[src/rtl/msrv32_split_load_unit.sv]
// Load unit: one load per transaction, one or two word-aligned bus reads, merge, extract, extend.
// Optional macro MSRV32_LU_MISALIGN_TRAP_EN turns boundary-crossing loads into a trap response.
module msrv32_split_load_unit #(
   parameter int XLEN  = 32,
   parameter int TAG_W = 5
) (
   input  logic             ms_riscv32_mp_clk_in,
   input  logic             ms_riscv32_mp_rst_in,
   input  logic             req_valid_in,
   output logic             req_ready_out,
   input  logic [XLEN-1:0]  addr_in,
   input  logic [1:0]       load_size_in,
   input  logic             load_unsigned_in,
   input  logic [TAG_W-1:0] rd_tag_in,
   output logic             dm_req_out,
   output logic [XLEN-1:0]  dm_addr_out,
   input  logic             dm_gnt_in,
   input  logic             dm_rvalid_in,
   input  logic [XLEN-1:0]  ms_riscv32_mp_dmdata_in,
   output logic             lu_valid_out,
   input  logic             lu_ready_in,
   output logic [XLEN-1:0]  lu_output_out,
   output logic [TAG_W-1:0] lu_rd_tag_out,
   output logic             lu_misaligned_out
);

   localparam int BYTES = XLEN / 8;
   localparam int OFS_W = $clog2(BYTES);
   localparam logic [4:0] BYTES_L = 5'(BYTES);

`ifdef MSRV32_LU_MISALIGN_TRAP_EN
   localparam logic TRAP_EN = 1'b1;
`else
   localparam logic TRAP_EN = 1'b0;
`endif

   typedef enum logic [2:0] {S_IDLE, S_REQ0, S_WAIT0, S_REQ1, S_WAIT1, S_RESP} state_t;

   state_t           state_q, state_d;
   logic [XLEN-1:0]  addr_q, addr_d;
   logic [1:0]       size_q, size_d;
   logic             uns_q, uns_d;
   logic [TAG_W-1:0] tag_q, tag_d;
   logic [XLEN-1:0]  word0_q, word0_d;
   logic [XLEN-1:0]  word1_q, word1_d;
   logic             mis_q, mis_d;

   function automatic logic [4:0] size_of(input logic [1:0] sz);
      logic [4:0] s;
      s = 5'd1 << sz;
      if (s > BYTES_L) s = BYTES_L;
      return s;
   endfunction

   function automatic logic is_split(input logic [OFS_W-1:0] ofs, input logic [1:0] sz);
      return (5'(ofs) + size_of(sz)) > BYTES_L;
   endfunction

   always_comb begin
      state_d = state_q;
      addr_d  = addr_q;
      size_d  = size_q;
      uns_d   = uns_q;
      tag_d   = tag_q;
      word0_d = word0_q;
      word1_d = word1_q;
      mis_d   = mis_q;
      case (state_q)
         S_IDLE: begin
            if (req_valid_in) begin
               addr_d  = addr_in;
               size_d  = load_size_in;
               uns_d   = load_unsigned_in;
               tag_d   = rd_tag_in;
               word0_d = '0;
               word1_d = '0;
               mis_d   = 1'b0;
               state_d = S_REQ0;
               if (TRAP_EN && is_split(addr_in[OFS_W-1:0], load_size_in)) begin
                  mis_d   = 1'b1;
                  state_d = S_RESP;
               end
            end
         end
         S_REQ0:  if (dm_gnt_in) state_d = S_WAIT0;
         S_WAIT0: begin
            if (dm_rvalid_in) begin
               word0_d = ms_riscv32_mp_dmdata_in;
               state_d = is_split(addr_q[OFS_W-1:0], size_q) ? S_REQ1 : S_RESP;
            end
         end
         S_REQ1:  if (dm_gnt_in) state_d = S_WAIT1;
         S_WAIT1: begin
            if (dm_rvalid_in) begin
               word1_d = ms_riscv32_mp_dmdata_in;
               state_d = S_RESP;
            end
         end
         S_RESP:  if (lu_ready_in) state_d = S_IDLE;
         default: state_d = S_IDLE;
      endcase
   end

   always_ff @(posedge ms_riscv32_mp_clk_in or posedge ms_riscv32_mp_rst_in) begin
      if (ms_riscv32_mp_rst_in) begin
         state_q <= S_IDLE;
         addr_q  <= '0;
         size_q  <= '0;
         uns_q   <= 1'b0;
         tag_q   <= '0;
         word0_q <= '0;
         word1_q <= '0;
         mis_q   <= 1'b0;
      end else begin
         state_q <= state_d;
         addr_q  <= addr_d;
         size_q  <= size_d;
         uns_q   <= uns_d;
         tag_q   <= tag_d;
         word0_q <= word0_d;
         word1_q <= word1_d;
         mis_q   <= mis_d;
      end
   end

   logic [XLEN-1:0]  aligned_addr;
   logic [XLEN-1:0]  field_lo;
   logic [XLEN-1:0]  mask;
   logic [4:0]       sz_bytes;
   logic [OFS_W+2:0] msb_idx;
   logic             ext_bit;
   logic [XLEN-1:0]  result;

   assign aligned_addr = {addr_q[XLEN-1:OFS_W], {OFS_W{1'b0}}};

   // Shift the two-word window right by the byte offset, then keep size bytes.
   always_comb begin
      field_lo = XLEN'({word1_q, word0_q} >> {addr_q[OFS_W-1:0], 3'b000});
      sz_bytes = size_of(size_q);
      mask     = '0;
      for (int i = 0; i < BYTES; i++) begin
         mask[8*i +: 8] = (5'(i) < sz_bytes) ? 8'hFF : 8'h00;
      end
      msb_idx  = (OFS_W+3)'({sz_bytes, 3'b000} - 8'd1);
      ext_bit  = ~uns_q & field_lo[msb_idx];
      result   = (field_lo & mask) | (ext_bit ? ~mask : '0);
   end

   assign req_ready_out = (state_q == S_IDLE);
   assign dm_req_out    = (state_q == S_REQ0) || (state_q == S_REQ1);
   assign dm_addr_out   = (state_q == S_REQ0) ? aligned_addr :
                          (state_q == S_REQ1) ? aligned_addr + XLEN'(BYTES) : '0;
   assign lu_valid_out  = (state_q == S_RESP);
   assign lu_output_out = (state_q == S_RESP && !mis_q) ? result : '0;
   assign lu_rd_tag_out = (state_q == S_RESP) ? tag_q : '0;

`ifdef MSRV32_LU_MISALIGN_TRAP_EN
   assign lu_misaligned_out = (state_q == S_RESP) && mis_q;
`else
   assign lu_misaligned_out = 1'b0;
`endif

endmodule

[config.mk]
export PLATFORM = sky130hd
export DESIGN_NAME = msrv32_split_load_unit
export DESIGN_NICKNAME = d
export VERILOG_FILES = /design/src/rtl/msrv32_split_load_unit.sv
export SDC_FILE = /design/constraint.sdc
export NUM_CORES = 1
export LEC_CHECK = 0
export ABC_AREA = 1
export BUFFER_PORTS_ARGS = -buffer_cell sky130_fd_sc_hd__buf_2
export CORE_MARGIN = 8
export CORE_UTILIZATION = 40
export DETAILED_ROUTE_END_ITERATION = 8
export GPL_TIMING_DRIVEN = 0
export PLACE_DENSITY = 0.73
export SYNTH_ARGS = -nofsm -noshare
export SYNTH_HDL_FRONTEND = slang
export SYNTH_SLANG_ARGS = --single-unit
export TNS_END_PERCENT = 20
[constraint.sdc]
create_clock -name ms_riscv32_mp_clk_in -period 3.4 [get_ports ms_riscv32_mp_clk_in]
set_clock_uncertainty 0.05 [all_clocks]
set_input_delay 1.02 -clock ms_riscv32_mp_clk_in [delete_from_list [all_inputs] [get_ports ms_riscv32_mp_clk_in]]
set_output_delay 1.02 -clock ms_riscv32_mp_clk_in [all_outputs]
set_load 0.005 [all_outputs]
* Yosys cells after proc, flatten, opt, wreduce, memory -nomap -nowiden
Index checks and enable logic that the tools add are counted.
** Word-level totals
- Flip-flop bits (word level) :: 107
- Latch bits :: 0
- RAM bits :: 0
- ROM bits :: 0
- Input bits :: 78
- Output and inout bits :: 73
- Memories kept :: 0
** Operators by class
- Add/subtract/negate cells :: 3
- Multipliers :: 0
- Divide/modulo/power cells :: 0
- Magnitude comparators :: 7
- Eq/ne operators :: 11
- Shift-type cells :: 2
- Muxes and demuxes :: 26
- Bitwise gates (word level) :: 5
- Reduce and logical (&&, ||, !) cells :: 8
** Operators with widths (count)
- $mux W32 :: 6
- $pmux W32 S2 :: 2
- $shr A64 B5 Y32 :: 1
- $add A32 B3 Y32 const B :: 1
- $and A32 B32 Y32 :: 1
- $mux W8 :: 4
- $not A32 Y32 :: 1
- $or A32 B32 Y32 :: 1
- $mux W3 :: 7
- $mux W5 :: 4
- $pmux W3 S6 :: 1
- $gt A5 B3 Y1 const B :: 2
- $lt A1 B5 Y1 const A :: 2
- $lt A2 B5 Y1 const A :: 2
- $ne A2 B2 Y1 const B :: 5
- $eq A3 B2 Y1 const B :: 2
- $eq A3 B3 Y1 const B :: 2
- $lt A5 B6 Y1 const B :: 1
- $reduce_and A3 Y1 :: 2
- $reduce_and A6 Y1 :: 1
- $add A2 B5 Y5 :: 1
- $bmux W1 S5 :: 1
- $shl A1 B2 Y5 const A :: 1
- $sub A5 B1 Y5 const B :: 1
- 9 further kinds :: 10

* Depth between registers and ports, before layout
- Word-level depth :: 10
- Gate-level depth with buffers :: 13
- Mapped depth without buffers :: 12

* Least setup slack after synthesis
Ideal clock, no wire load.
- Path type :: flip-flop to output port
- Start :: register addr_q[0]
- End :: output port lu_output_out[21]
- Arrival time :: 1.376 ns
- Required time :: 2.330 ns
- Path slack :: 0.954 ns
- Cell stages (with the launch flop) :: 12
- Cells stage by stage :: dfrtp_1 > inv_1 > buf_2 > nand2_1 > nand3_1 > nand2_1 > nand2_1 > nand3_1 > nand2_1 > nand2_2 > buf_4 > nor2_1
** On the way
- Longest elaborated chain between the ends :: 7
- Elaborated cells on any way between the ends :: 8
- Those cells by class :: shift (1); mux (4); bitwise (3)
** RTL lines
- start: declaration :: line 40 : logic [XLEN-1:0] addr_q, addr_d;
- start signal: assignment :: line 116 : addr_q <= addr_d;
- $shr A64 B5 Y32 (*) :: line 138 : field_lo = XLEN'({word1_q, word0_q} >> {addr_q[OFS_W-1:0], 3'b000});
- $bmux W1 S5 :: line 145 : ext_bit = ~uns_q & field_lo[msb_idx];
- $mux W1 (not written as such) :: line 145
- $and A1 B1 Y1 :: line 145
- $mux W32 :: line 146 : result = (field_lo & mask) | (ext_bit ? ~mask : '0);
- $or A32 B32 Y32 (*) :: line 146
- $mux W32 (*) :: line 154 : assign lu_output_out = (state_q == S_RESP && !mis_q) ? result : '0;
- end: declaration :: line 22 : output logic [XLEN-1:0] lu_output_out,
Every way passes the cells marked *; elsewhere a longest branch is shown, timed or not. The select of a mux whose other input is x is not followed.

* Final worst setup path
- Start :: register addr_q[0]
- End :: output port lu_output_out[22]
Same word-level chain as after synthesis.

==> results.toml <==
[floorplan]
io_pins = 151
core-area_mm2 = 0.0153
rows = 45
floorplan.die_area_mm2 = 0.0199
die_y_um = 141
initial_utilization_pct = 41.1
die_x_um = 141

[placement]
placed_cell_area_mm2 = 0.00734
gp_congestion = 0.966
io_buffers = 147
dp_hpwl_um = 17900

[drt]
via_per_inst = 5.34
vias = 6896
wire_per_inst_um = 17.7
drtPass1Iterations = 6
drc = 0
ant_nets = 0
wl_um = 22900
drt-initial-drc-count = 584

[final_layout]
fin_nets = 1159
final_cell_area_mm2 = 0.00763
syn2layout_area_growth_pct = 21.6
antenna_cells = 0
final_util_pct = 50.0
seq_area_mm2 = 0.00248
drive_gt1_share_pct = 20.5
multi_input_area_mm2 = 0.00312
num-fill-cells = 1595

[hold_path]
hold_path_class = "reg2reg"

[run]
maxCapViolCount = 0

[worst_setup_path]
worstSetupEndpointType = "output port"
worstSetupStartpointType = "register"
crit_path_start = "addr_q[0]"
critical_path_class = "reg2out"
reg2reg_to = "state_q[2]"
required_ns = 2.33
worst-path-max-fanout = 10
r2r_setup_slack_ns = 0.75
crit_arrival_ns = 2.22
cp-endpoint = "lu_output_out[22]"
r2r_start = "size_q[1]"
r2r_cells = 13

[pwr]
power_density_mw_per_mm2 = 879
p_leak_uw = 0.00373
irDropWorstVdd_mv = 0.363

[clock_tree]
cts_buffers = 9
cts_hold_buf = 0
cts_tree = "yes"
clk_latency_ns = 0.35
cts.clk_slew.worst_paths_ns = 0.07
post_cts_buffers = 0
htreeDepth = 3
cts_root_buffer = "clkbuf_16"
clock_sinks = 99
clock_path_buffers = 2

[global_route]
use_met3_pct = 5.91
grtUsageTotal_pct = 22.7
grt_pass1_wl_um = 35700
grt_overflow = 0
use_met1_pct = 28.5
grt_start_max_net_pins = 33
antenna_found_initial = 0
busiest_layer = "met2"
use_met2_pct = 36.4
grt_pass1_vias = 6768

[logic_synthesis]
ys_seq_area_share_pct = 39.5
yosysUniqueCellTypes = 36
syn_inst = 914
yosys_warnings = 0
synth-seq-cells = 99
synth_area_per_cell_um2 = 6.86
netlist_area_mm2 = 0.00627

[timing]
fmax_mhz = 304
hold_viol = 0
slew_headroom_pct = 56.1
fin_tns_setup_ns = 0
tightest_slew_ns = 0.653
finalSetupViolCount = 0
drv_slew = 0
fin_crit_sh_pct = 96.6
rsz0062_at_grt = "no"
fin_crit_ns = 3.29

[run_status]
status = "finished clean"
[critical path: stages, from the launching register on]
cell      delay [ns]
dfrtp_2         0.46
inv_1           0.09
clkbuf_4        0.20
nand2_1         0.06
nand3_1         0.07
nand2_1         0.08
nand2_1         0.08
nand3_1         0.08
nand2_1         0.08
nand2_2         0.13
buf_4           0.22
nor2_1          0.17
buf_2           0.15
[routing by layer]
| layer | up-vias | routed length [µm] |
|---|---|---|
| met2 | 359 | 10600 |
| met1 | 3194 | 9450 |
| met5 | - | 0 |
| li1 | 3292 | - |
| met4 | 0 | 791 |
| met3 | 51 | 2090 |
[final cells by class]
class	count	share of cell area, %
flip-flops and latches	99	32.5
plain buffers	53	3.49
clock buffers	10	3.00
multi-input cells	651	40.9
clock inverters	5	0.525
inverters	113	5.66
well taps	211	3.46
repair buffers	150	10.4
[state kept, by name, summed over array words and instances (netlist names)]
| register | count |
|---|---|
| size_q | 2 |
| uns_q | 1 |
| word0_q | 32 |
| word1_q | 24 |
| addr_q | 32 |
| tag_q | 5 |
| state_q | 3 |
[layout by cell type (no fill, tap or decap), types with 4 or more instances in the layout]
cell / netlist / final
clkbuf_1: 20 / 20
a21oi_1: 86 / 86
clkbuf_2: 3 / 5
buf_4: 5 / 5
clkinvlp_4: 0 / 5
inv_2: 4 / 4
nand2_1: 172 / 172
a211oi_1: 15 / 15
nor2_1: 120 / 119
clkbuf_16: 0 / 9
mux2_2: 11 / 11
nand3_1: 98 / 98
buf_2: 20 / 166
o21ai_0: 114 / 114
dfrtp_1: 99 / 98
o21ai_1: 4 / 4
inv_1: 108 / 107
[logic make-up after synthesis]
kind of cell             share of synthesized area, %
AND/OR/NAND/NOR                                  26.2
multiplexers                                     1.98
AO/OA/AOI/OAI                                    19.6
XOR/XNOR                                        0.838
other                                          0.0598
flip-flops                                       39.5
adder cells (fa/ha/maj)                         0.918
buffers and inverters                            10.9
[synth_stat cells (all sizes together)]
library cell,count,area share [%]
o31ai,1,0.12
nand4,1,0.10
xnor2,3,0.42
a211oi,15,1.8
a31oi,3,0.30
a21oi,86,6.9
clkinv,1,0.060
nor3,2,0.34
dfrtp,99,40
conb,1,0.060
mux2,11,2.0
a22oi,2,0.24
o22ai,3,0.30
ha,3,0.60
o21ai,120,9.8
nand2,174,11
fa,1,0.32
buf,30,2.7
clkbuf,23,1.4
nor2,121,7.4
xor2,3,0.42
inv,112,6.7
a22o,1,0.14
nand3,98,7.8
[what timing repair did]
item	4_1_cts	5_1_grt
gates resized for setup	1	7
endpoints found under the hold margin	0	0
pin swaps	0	0
endpoints found under the setup margin	1	15
[through the flow]
step	total power [µW]	worst slack [ns]	std cells	hold slack, ns
2_1_floorplan	4360	0.954	916	0.431
3_3_place_gp	5600	0.355	1274	0.452
3_5_place_dp	5660	0.363	1277	0.457
4_1_cts	6650	0.0843	1292	0.469
5_1_grt	7230	0.000742	1292	0.492
6_report	6710	0.114	1292	0.470
[where the power goes]
group          switching [µW]  internal, µW
Sequential                420          1660
Combinational            2420          1230
Clock                     473           497
Total                    3320          3390
[worst min-delay path by stage]
stage / endpoint / slack [ns] / start / depth (start not counted)
after floorplan: tag_q[0] / 0.43 / tag_q[0] / 2
after global placement: tag_q[0] / 0.45 / tag_q[0] / 2
after detailed placement: word0_q[6] / 0.46 / word0_q[6] / 2
after CTS: tag_q[3] / 0.47 / tag_q[3] / 2
after global routing: tag_q[4] / 0.49 / tag_q[4] / 2
final: tag_q[0] / 0.47 / tag_q[0] / 2
(Power assumes the default switching activity.)
